$ cat config.mk
export PLATFORM = sky130hd
export DESIGN_NAME = two_d_counter_ring_b
export DESIGN_NICKNAME = d
export VERILOG_FILES = /design/src/rtl/two_d_counter_ring_b.sv
export SDC_FILE = /design/constraint.sdc
export NUM_CORES = 1
export LEC_CHECK = 0
export ABC_AREA = 1
export CORE_AREA = 10 10 47 49
export DETAILED_ROUTE_END_ITERATION = 12
export DIE_AREA = 0 0 57 59
export GPL_TIMING_DRIVEN = 0
export PLACE_DENSITY_LB_ADDON = 0.08
export SKIP_LAST_GASP = 1
export SYNTH_ARGS = -nofsm -noshare
export SYNTH_HDL_FRONTEND = slang
export SYNTH_SLANG_ARGS = --single-unit
$ cat constraint.sdc
create_clock -name clk -period 1.23 [get_ports clk]
set_input_delay 0.246 -clock clk [delete_from_list [all_inputs] [get_ports clk]]
set_output_delay 0.246 -clock clk [all_outputs]
set_load 0.005 [all_outputs]
$ cat src/rtl/two_d_counter_ring_b.sv
`default_nettype none
// ============================================================================
//  Module   : two_d_counter_ring_b
//  Purpose  : One dual-rail (NCL-style) counter digit.
//             Stores a single count bit q and adds the dual-rail carry-in to
//             it with a DATA/NULL four-phase handshake.
//             Cascading N digits (cout -> next cin, next cin_ack -> cout_ack)
//             gives an N-bit incrementer.
//  Ports    : clk      - clock; all state changes on the rising edge
//             init     - synchronous active-high reset
//             cin      - dual-rail carry-in  ([1] true rail, [0] false rail)
//             cin_ack  - completion to the previous stage (1 = DATA consumed)
//             sum      - dual-rail sum digit (2'b00 = NULL)
//             sum_ack  - completion from the sum consumer (1 = request NULL)
//             cout     - dual-rail carry-out to the next digit
//             cout_ack - completion from the next digit (1 = request NULL)
//  Revision : 1.0  initial release
// ============================================================================
module two_d_counter_ring_b #(
  parameter logic INIT_STATE   = 1'b0,
  parameter int   ILLEGAL_HOLD = 1
) (
  input  logic       clk,
  input  logic       init,
  input  logic [1:0] cin,
  output logic       cin_ack,
  output logic [1:0] sum,
  input  logic       sum_ack,
  output logic [1:0] cout,
  input  logic       cout_ack
);

  localparam logic [1:0] c_null    = 2'b00;
  localparam logic [1:0] c_illegal = 2'b11;

  logic       q_q,    q_d;
  logic [1:0] sum_q,  sum_d;
  logic [1:0] cout_q, cout_d;
  logic       ack_q,  ack_d;

  logic w_cin_data;
  logic w_cin_null;
  logic w_data_fire;
  logic w_null_fire;
  logic w_sum_bit;
  logic w_carry_bit;

  // Exactly one rail high is DATA. The illegal code either blocks both
  // wavefronts (hold) or is folded into NULL.
  assign w_cin_data = cin[1] ^ cin[0];
  assign w_cin_null = (cin == c_null) ||
                      ((ILLEGAL_HOLD == 0) && (cin == c_illegal));

  // DATA may only enter when both outputs are NULL and every consumer is
  // asking for DATA; otherwise the wavefront waits on the input.
  assign w_data_fire = w_cin_data && !ack_q && !sum_ack && !cout_ack &&
                       (sum_q == c_null) && (cout_q == c_null);

  assign w_null_fire = w_cin_null && ack_q && sum_ack && cout_ack;

  // Half adder on the stored bit and the true rail of the carry-in.
  assign w_sum_bit   = q_q ^ cin[1];
  assign w_carry_bit = q_q & cin[1];

  always_comb begin
    q_d    = q_q;
    sum_d  = sum_q;
    cout_d = cout_q;
    ack_d  = ack_q;
    if (w_data_fire) begin
      q_d    = w_sum_bit;
      sum_d  = {w_sum_bit, ~w_sum_bit};
      cout_d = {w_carry_bit, ~w_carry_bit};
      ack_d  = 1'b1;
    end else if (w_null_fire) begin
      sum_d  = c_null;
      cout_d = c_null;
      ack_d  = 1'b0;
    end
  end

  always_ff @(posedge clk) begin
    if (init) begin
      q_q    <= INIT_STATE;
      sum_q  <= c_null;
      cout_q <= c_null;
      ack_q  <= 1'b0;
    end else begin
      q_q    <= q_d;
      sum_q  <= sum_d;
      cout_q <= cout_d;
      ack_q  <= ack_d;
    end
  end

  assign sum     = sum_q;
  assign cout    = cout_q;
  assign cin_ack = ack_q;

endmodule
`default_nettype wire

==> results of run 1 <==
## through the flow
step	hold WS, ns	area, sq um	worst slack, ns	util
after floorplan	0.308	374	0.146	-
after global placement	0.475	494	-0.441	0.353
after detailed placement	0.496	494	-0.462	0.353
after CTS	0.500	519	0.0381	0.371
after global routing	0.531	528	-0.00584	0.377
final	0.501	528	0.0818	0.377
## state kept, by name, indices dropped and copies added, names as in the netlist
signal / count
cin_ack: 1
q_q: 1
sum: 2
cout: 2
## metal layers
| metal | track usage | vias to the layer above | share of wire |
|---|---|---|---|
| met5 | 0 | - | 0 |
| met4 | 0.0503 | 0 | 0.039 |
| met3 | 0.0386 | 5 | 0.097 |
| met2 | 0.0868 | 10 | 0.45 |
| met1 | 0.0561 | 148 | 0.42 |
| li1 | - | 199 | - |
## Yosys cell counts (all sizes together)
master / number / area (sq um)
nor2: 21 / 100
a21oi: 1 / 8.76
dfxtp: 6 / 120
ha: 2 / 25.0
inv: 15 / 56.3
nand3: 5 / 25.0
nand2: 9 / 38.8
## cell type report
type | count | area share
multi-input cells | 38 | 0.403
repair buffers | 10 | 0.175
well taps | 16 | 0.0379
inverters | 15 | 0.107
flip-flops and latches | 6 | 0.235
clock buffers | 3 | 0.0427
## critical path: stages
cell and delay, ns:
sky130_fd_sc_hd__clkdlybuf4s50_1 0.52, sky130_fd_sc_hd__nand3_1 0.17, sky130_fd_sc_hd__nor2_4 0.16, sky130_fd_sc_hd__nor2_1 0.06
sky130_fd_sc_hd__nor2_1 0.09, sky130_fd_sc_hd__nor2_1 0.04
## repair_timing
action / 4_1_cts / 5_1_grt
setup endpoints to repair: 11 / 6
pin swaps: 8 / 1
hold buffers: 0 / 0
resized for setup: 13 / 3
## final timing paths
kind | slack, ns | endpoint | startpoint | cells past startpoint
worst min-delay path | 0.50 | cin_ack$_SDFFE_PP0P_ | cin_ack$_SDFFE_PP0P_ | 2
worst max register to register | 0.25 | q_q$_SDFFE_PP0P_ | sum[1]$_SDFFE_PP0P_ | 6
worst min register to register | 0.50 | cin_ack$_SDFFE_PP0P_ | cin_ack$_SDFFE_PP0P_ | 2
worst max-delay path | 0.08 | sum[1]$_SDFFE_PP0P_ | cout_ack | 6
## where the power goes
group	internal, mW	total, mW	switching (mW)
sequential	0.211	0.224	0.0124
combinational	0.0617	0.141	0.0793
clock	0.111	0.187	0.0759
total	0.383	0.551	0.168
## cells by family after synthesis
family	synth area share
adder cells (fa/ha/maj)	0.0669
AO/OA/AOI/OAI	0.0234
buffers and inverters	0.150
AND/OR/NAND/NOR	0.438
flip-flops	0.321
==> Flow_metrics.wiki, run 1 <==
{| class="wikitable"
! Metric !! Value
|-
| Postcts setup bufs || 0
|-
| Kind of path behind the tightest hold check || reg2reg
|-
| Multi-input combinational cell area || 213 sq um
|-
| Number of failing setup endpoints in the final timing report || 0
|-
| Area Growth Syn to Fin || 41.1%
|-
| Number of hold-slack violations in the final timing report || 0
|-
| Half-perimeter wire length of the detailed placement result || 687 um
|-
| Vias after detailed routing || about 360
|-
| TritonCTS Buffers || 3
|-
| Ant. Diodes || 0
|-
| Outcome || complete, no violations
|-
| Critical Path AT || 1.29 ns
|-
| Aggregate negative setup slack || 0 ns
|-
| Number of filler instances in the final layout || 164
|-
| Post-detailed-route DRC marker count || 0
|-
| Critical Path RT || 1.37 ns
|-
| Wire length of the first global-routing pass || 1510 um
|-
| Antenna violations before repair || 0
|-
| Max rail drop VDD || 548 uV
|-
| Top-level I/O count || 11
|-
| Final Cycle Share || 0.933
|-
| Area taken by flip-flops and latches || 124 sq um
|-
| Die height || 59 um
|-
| Total routing usage reported by global routing || 0.0589
|-
| Total grt overflow || 0
|-
| Total of max-cap violations || 0
|-
| Measured slew at the worst slew-check pin || ~0.18 ns
|-
| Final worst path period need || 1.15 ns
|-
| Number of global-route vias before repair || 367
|-
| Kind of critical path || in2reg
|-
| Sinks on Clock Net || 6
|-
| Type of element capturing the critical path || register
|-
| Flop and latch count out of synthesis || 6
|-
| Netlist cell types || 11
|-
| Die Width || around 57 um
|-
| Net Count, Synth || 67
|-
| Areal power density over the cells || roughly 1000 nW/um^2
|-
| Setup clock skew after layout || ~0.00080 ns
|-
| Register clock-pin slew on the reported worst setup and hold paths || 0.05 ns
|-
| Die area || 3360 sq um
|-
| Number of placement rows || 14
|-
| Post-layout instance count excluding filler cells || between 80 and 90
|-
| Mean routed wirelength per cell || 9.97 um
|-
| Remaining number of nets flagged by the antenna check after routing || 0
|-
| CTS tree || yes
|-
| Timing-limited maximum frequency || 0.871 GHz
|-
| Post-synthesis sequential area ratio || 0.321
|-
| H-Tree Level Count || 1
|-
| Final Max Tran Viols || 0
|-
| Starting density of the core || 0.267
|-
| Core Region || 1400 sq um
|-
| Via-per-instance ratio || 4.11
|-
| Placed Cells incl. Taps || 85
|-
| CP max FO || 4
|-
| Final wirelength || 877 um
|-
| Final #Nets || about 80
|-
| I/O Buffers || 10
|-
| Leak pwr || 0.269 nW
|-
| Root buffer selected by CTS || sky130_fd_sc_hd__clkbuf_4
|-
| Mean area per synthesized cell || 6.34 sq um
|-
| Headroom to the max-slew limit || 0.883
|-
| Maximum number of buffers from clock root to sink || 2
|-
| Post-synthesis cell area || between 300 and 400 sq um
|-
| Commonest non-fill, non-tap cells in the layout || 14 x sky130_fd_sc_hd__inv_1, 14 x sky130_fd_sc_hd__nor2_1, 7 x sky130_fd_sc_hd__nand2_1
|-
| DRC violation total after the first TritonRoute iteration || 4
|-
| Fraction of layout instances using a drive strength above 1 || 0.236
|-
| Final weighted congestion in routability-driven placement || 0.722
|-
| Pin count of the biggest net entering global routing || 7
|-
| Synth warn || 0
|-
| Crit path launch type || input pin
|-
| Total power || 0.551 mW
|-
| Pre-Repair DR Iteration Count || 4
|-
| Clock latency on the worst-skew pair || 0.25 ns
|-
| Cell count after synthesis || 59
|}
Power figures use the tool's default switching activity.
==> inputs of run 2 (changes only) <==
--- a/config.mk
+++ b/config.mk
@@ -7,6 +7,7 @@
 export LEC_CHECK = 0
 export ABC_AREA = 1
 export CORE_AREA = 10 10 47 49
+export CTS_CLUSTER_DIAMETER = 50
 export DETAILED_ROUTE_END_ITERATION = 12
 export DIE_AREA = 0 0 57 59
 export GPL_TIMING_DRIVEN = 0
==> constraint.sdc (replaced) <==
create_clock -name clk -period 0.9 [get_ports clk]
set_input_delay 0.18 -clock clk [delete_from_list [all_inputs] [get_ports clk]]
set_output_delay 0.18 -clock clk [all_outputs]
set_load 0.005 [all_outputs]
==> Flow_metrics.wiki, run 2 (synthesized netlist as in run 1, its figures left out) <==
{| class="wikitable"
! Metric !! Value
|-
| Outcome || complete, but fails checks
|-
| Violations in the final reports || negative setup slack
|-
| Area Growth Syn to Fin || 70.2%
|-
| Core Region || 1400 sq um (unchanged)
|-
| Total grt overflow || 0 (unchanged)
|-
| Final Cycle Share || 1.03
|-
| Type of element capturing the critical path || register
|-
| Share of power burned in the clock network || 0.300 (-0.039)
|-
| Most common cell after layout, fill and taps aside || sky130_fd_sc_hd__nor2_1
|-
| Max rail drop VDD || 479 uV (-12%)
|-
| Clock latency on the worst-skew pair || 0.24 ns (about the same)
|-
| H-Tree Level Count || 1 (unchanged)
|-
| Number of failing setup endpoints in the final timing report || 6 (+6)
|-
| Post-Route Hold Slack || 0.353 ns (-0.147 ns)
|-
| Mean routed wirelength per cell || 9.53 um (-4.3%)
|-
| Post-detailed-route DRC marker count || 0 (unchanged)
|-
| Crit path launch type || register
|-
| Total of max-cap violations || 0 (unchanged)
|-
| CTS tree || yes
|-
| Starting density of the core || 0.267 (unchanged)
|-
| Number of hold-slack violations in the final timing report || 0 (unchanged)
|-
| Measured slew at the worst slew-check pin || 0.179 ns (+0.00333 ns)
|-
| CP max FO || 6 (+2)
|-
| DRC violation total after the first TritonRoute iteration || 8 (+4)
|-
| Share of power burned in registers || 0.377 (-0.029)
|-
| Net load switching power || 0.270 mW (+61%)
|-
| Kind of path behind the tightest hold check || in2reg
|-
| Root buffer selected by CTS || sky130_fd_sc_hd__clkbuf_4
|-
| Maximum number of buffers from clock root to sink || 2 (unchanged)
|-
| Beginning of the worst register-to-register path || cin_ack$_SDFFE_PP0P_
|-
| Kind of critical path || reg2reg
|-
| I/O Buffers || 10 (unchanged)
|-
| Pre-Repair DR Iteration Count || 2 (-2)
|-
| Die height || 59 um (unchanged)
|-
| Commonest non-fill, non-tap cells in the layout || 14 x sky130_fd_sc_hd__nor2_1, 9 x sky130_fd_sc_hd__inv_1, 6 x sky130_fd_sc_hd__nor2_4
|-
| Setup repair after global routing missed its margin || yes
|-
| Die area || 3360 sq um (unchanged)
|-
| Areal power density over the cells || 1300 nW/um^2 (+25%)
|-
| Sinks on Clock Net || 6 (unchanged)
|-
| Fraction of power consumed by combinational cells || 0.323 (+0.067)
|-
| Post-layout instance count excluding filler cells || 88 (unchanged)
|-
| Final worst path period need || 0.924 ns
|-
| Final Max Tran Viols || 0 (unchanged)
|-
| Antenna violations before repair || 0 (unchanged)
|-
| Final #Nets || 82 (unchanged)
|-
| Reg2reg path depth || 5 (-1)
|-
| Placed Cells incl. Taps || 85 (unchanged)
|-
| Hold Buf Count CTS || 0 (unchanged)
|-
| Hold Path Sink || cout[0]$_SDFFE_PP0P_
|-
| Reg-to-reg slack, setup || -0.02 ns (-0.27 ns)
|-
| Half-perimeter wire length of the detailed placement result || 659 um (-4.0%)
|-
| Total routing usage reported by global routing || 0.0605 (+0.00165)
|-
| Top-level I/O count || 11 (unchanged)
|-
| Wire length of the first global-routing pass || 1580 um (+4.6%)
|-
| Final weighted congestion in routability-driven placement || 0.724 (+0.28%)
|-
| Headroom to the max-slew limit || 0.881 (-0.00189)
|-
| Internal cell power || 0.558 mW (+46%)
|-
| Switching part of the total power || 0.326 (+0.0220)
|-
| Critical Path AT || 1.10 ns (-0.19 ns)
|-
| Number of placement rows || 14 (unchanged)
|-
| Vias after detailed routing || 381 (+5.2%)
|-
| RR Endpoint || cin_ack$_SDFFE_PP0P_
|-
| Final WS setup || -0.0242 ns (-0.106 ns)
|-
| Ant. Diodes || 0 (unchanged)
|-
| Setup clock skew after layout || 0.00146 ns (+0.000660 ns)
|-
| Pin count of the biggest net entering global routing || 7 (unchanged)
|-
| Timing-limited maximum frequency || 1.08 GHz
|-
| Number of instances on the worst hold path || 5 (+3)
|-
| Critical Path RT || 1.07 ns (-0.30 ns)
|-
| TritonCTS Buffers || 3 (unchanged)
|-
| Die Width || 57 um (unchanged)
|-
| Via-per-instance ratio || 4.33 (+5.2%)
|-
| Remaining number of nets flagged by the antenna check after routing || 0 (unchanged)
|-
| Number of global-route vias before repair || 377 (+2.7%)
|-
| Fraction of layout instances using a drive strength above 1 || 0.556 (+0.319)
|-
| Final wirelength || 839 um (-4.3%)
|-
| Leak pwr || 0.278 nW (+3.3%)
|-
| Register clock-pin slew on the reported worst setup and hold paths || 0.04 ns (about the same)
|-
| Source of the worst hold timing path || cin[1]
|}
## run 2: cell types whose count changed in the layout (fill, tap and decap cells not counted), moves of 3 or more
cell	previous run	this run
sky130_fd_sc_hd__inv_1	14	9
sky130_fd_sc_hd__nor2_2	5	0
sky130_fd_sc_hd__nor2_4	1	6
sky130_fd_sc_hd__buf_6	0	4
sky130_fd_sc_hd__dlygate4sd2_1	6	2
sky130_fd_sc_hd__nand3_1	5	1
sky130_fd_sc_hd__nand3_2	0	4
sky130_fd_sc_hd__dfxtp_1	3	0
sky130_fd_sc_hd__dfxtp_4	0	3
## run 2: stage by stage
step	setup slack, ns	TNS [ns]	cell area, sq um	utilization	power, mW
2_1_floorplan	-0.0977	-0.408	404	-	0.444
3_3_place_gp	-0.768	-5.18	524	0.374	0.526
3_5_place_dp	-0.779	-5.24	524	0.374	0.526
4_1_cts	-0.0622	-0.285	569	0.406	0.796
5_1_grt	-0.0946	-0.622	637	0.454	0.888
6_report	-0.0242	-0.0819	637	0.454	0.828
## run 2: worst max path at each step
stage                               startpoint                    to  slack, ns  depth (start not counted)
after floorplan                         cin[0]  cin_ack$_SDFFE_PP0P_       -0.1                          8
after global placement                  cin[0]  cin_ack$_SDFFE_PP0P_      -0.77                          9
after detailed placement                cin[0]  cin_ack$_SDFFE_PP0P_      -0.78                          9
after CTS                  sum[1]$_SDFFE_PP0P_  cin_ack$_SDFFE_PP0P_      -0.06                          5
after global routing       sum[0]$_SDFFE_PP0P_   sum[1]$_SDFFE_PP0P_      -0.09                          6
final                     cin_ack$_SDFFE_PP0P_  cin_ack$_SDFFE_PP0P_      -0.02                          5
## run 2: area by class of cell
cell class	instances	area, sq um
clock buffers	3	22.5
fillers	157	764
well taps	16	20.0
inverters	15	71.3
flip-flops and latches	6	135
multi-input cells	38	298
repair buffers	10	90.1
## run 2: power by group through the flow
stage	Clock [mW]	Combinational, mW	Sequential (mW)
floorplan	0	0.137	0.307
global placement	0	0.219	0.307
detailed placement	0	0.218	0.307
CTS	0.260	0.228	0.308
global route	0.271	0.301	0.315
finish	0.248	0.267	0.313
## run 2: critical path: stages, from the launching register on
cell and delay, ns:
sky130_fd_sc_hd__dfxtp_4 0.35, sky130_fd_sc_hd__nor2_4 0.12, sky130_fd_sc_hd__nand2_4 0.08, sky130_fd_sc_hd__nor2_8 0.13
sky130_fd_sc_hd__inv_2 0.05, sky130_fd_sc_hd__a21oi_2 0.12
## run 2: metal layers
metal  vias to the layer above  global-route usage  wire length, um
met1                       167              0.0630              377
met5                         -                   0                0
met4                         0              0.0503               24
met2                         9              0.0853              373
li1                        201                   -                -
met3                         4              0.0365               63
## run 2: repair_timing
action / 4_1_cts / 5_1_grt
gates resized for setup: 48 / 17
setup endpoints to repair: 11 / 10
setup buffers: 0 / 0
pin swaps: 9 / 6
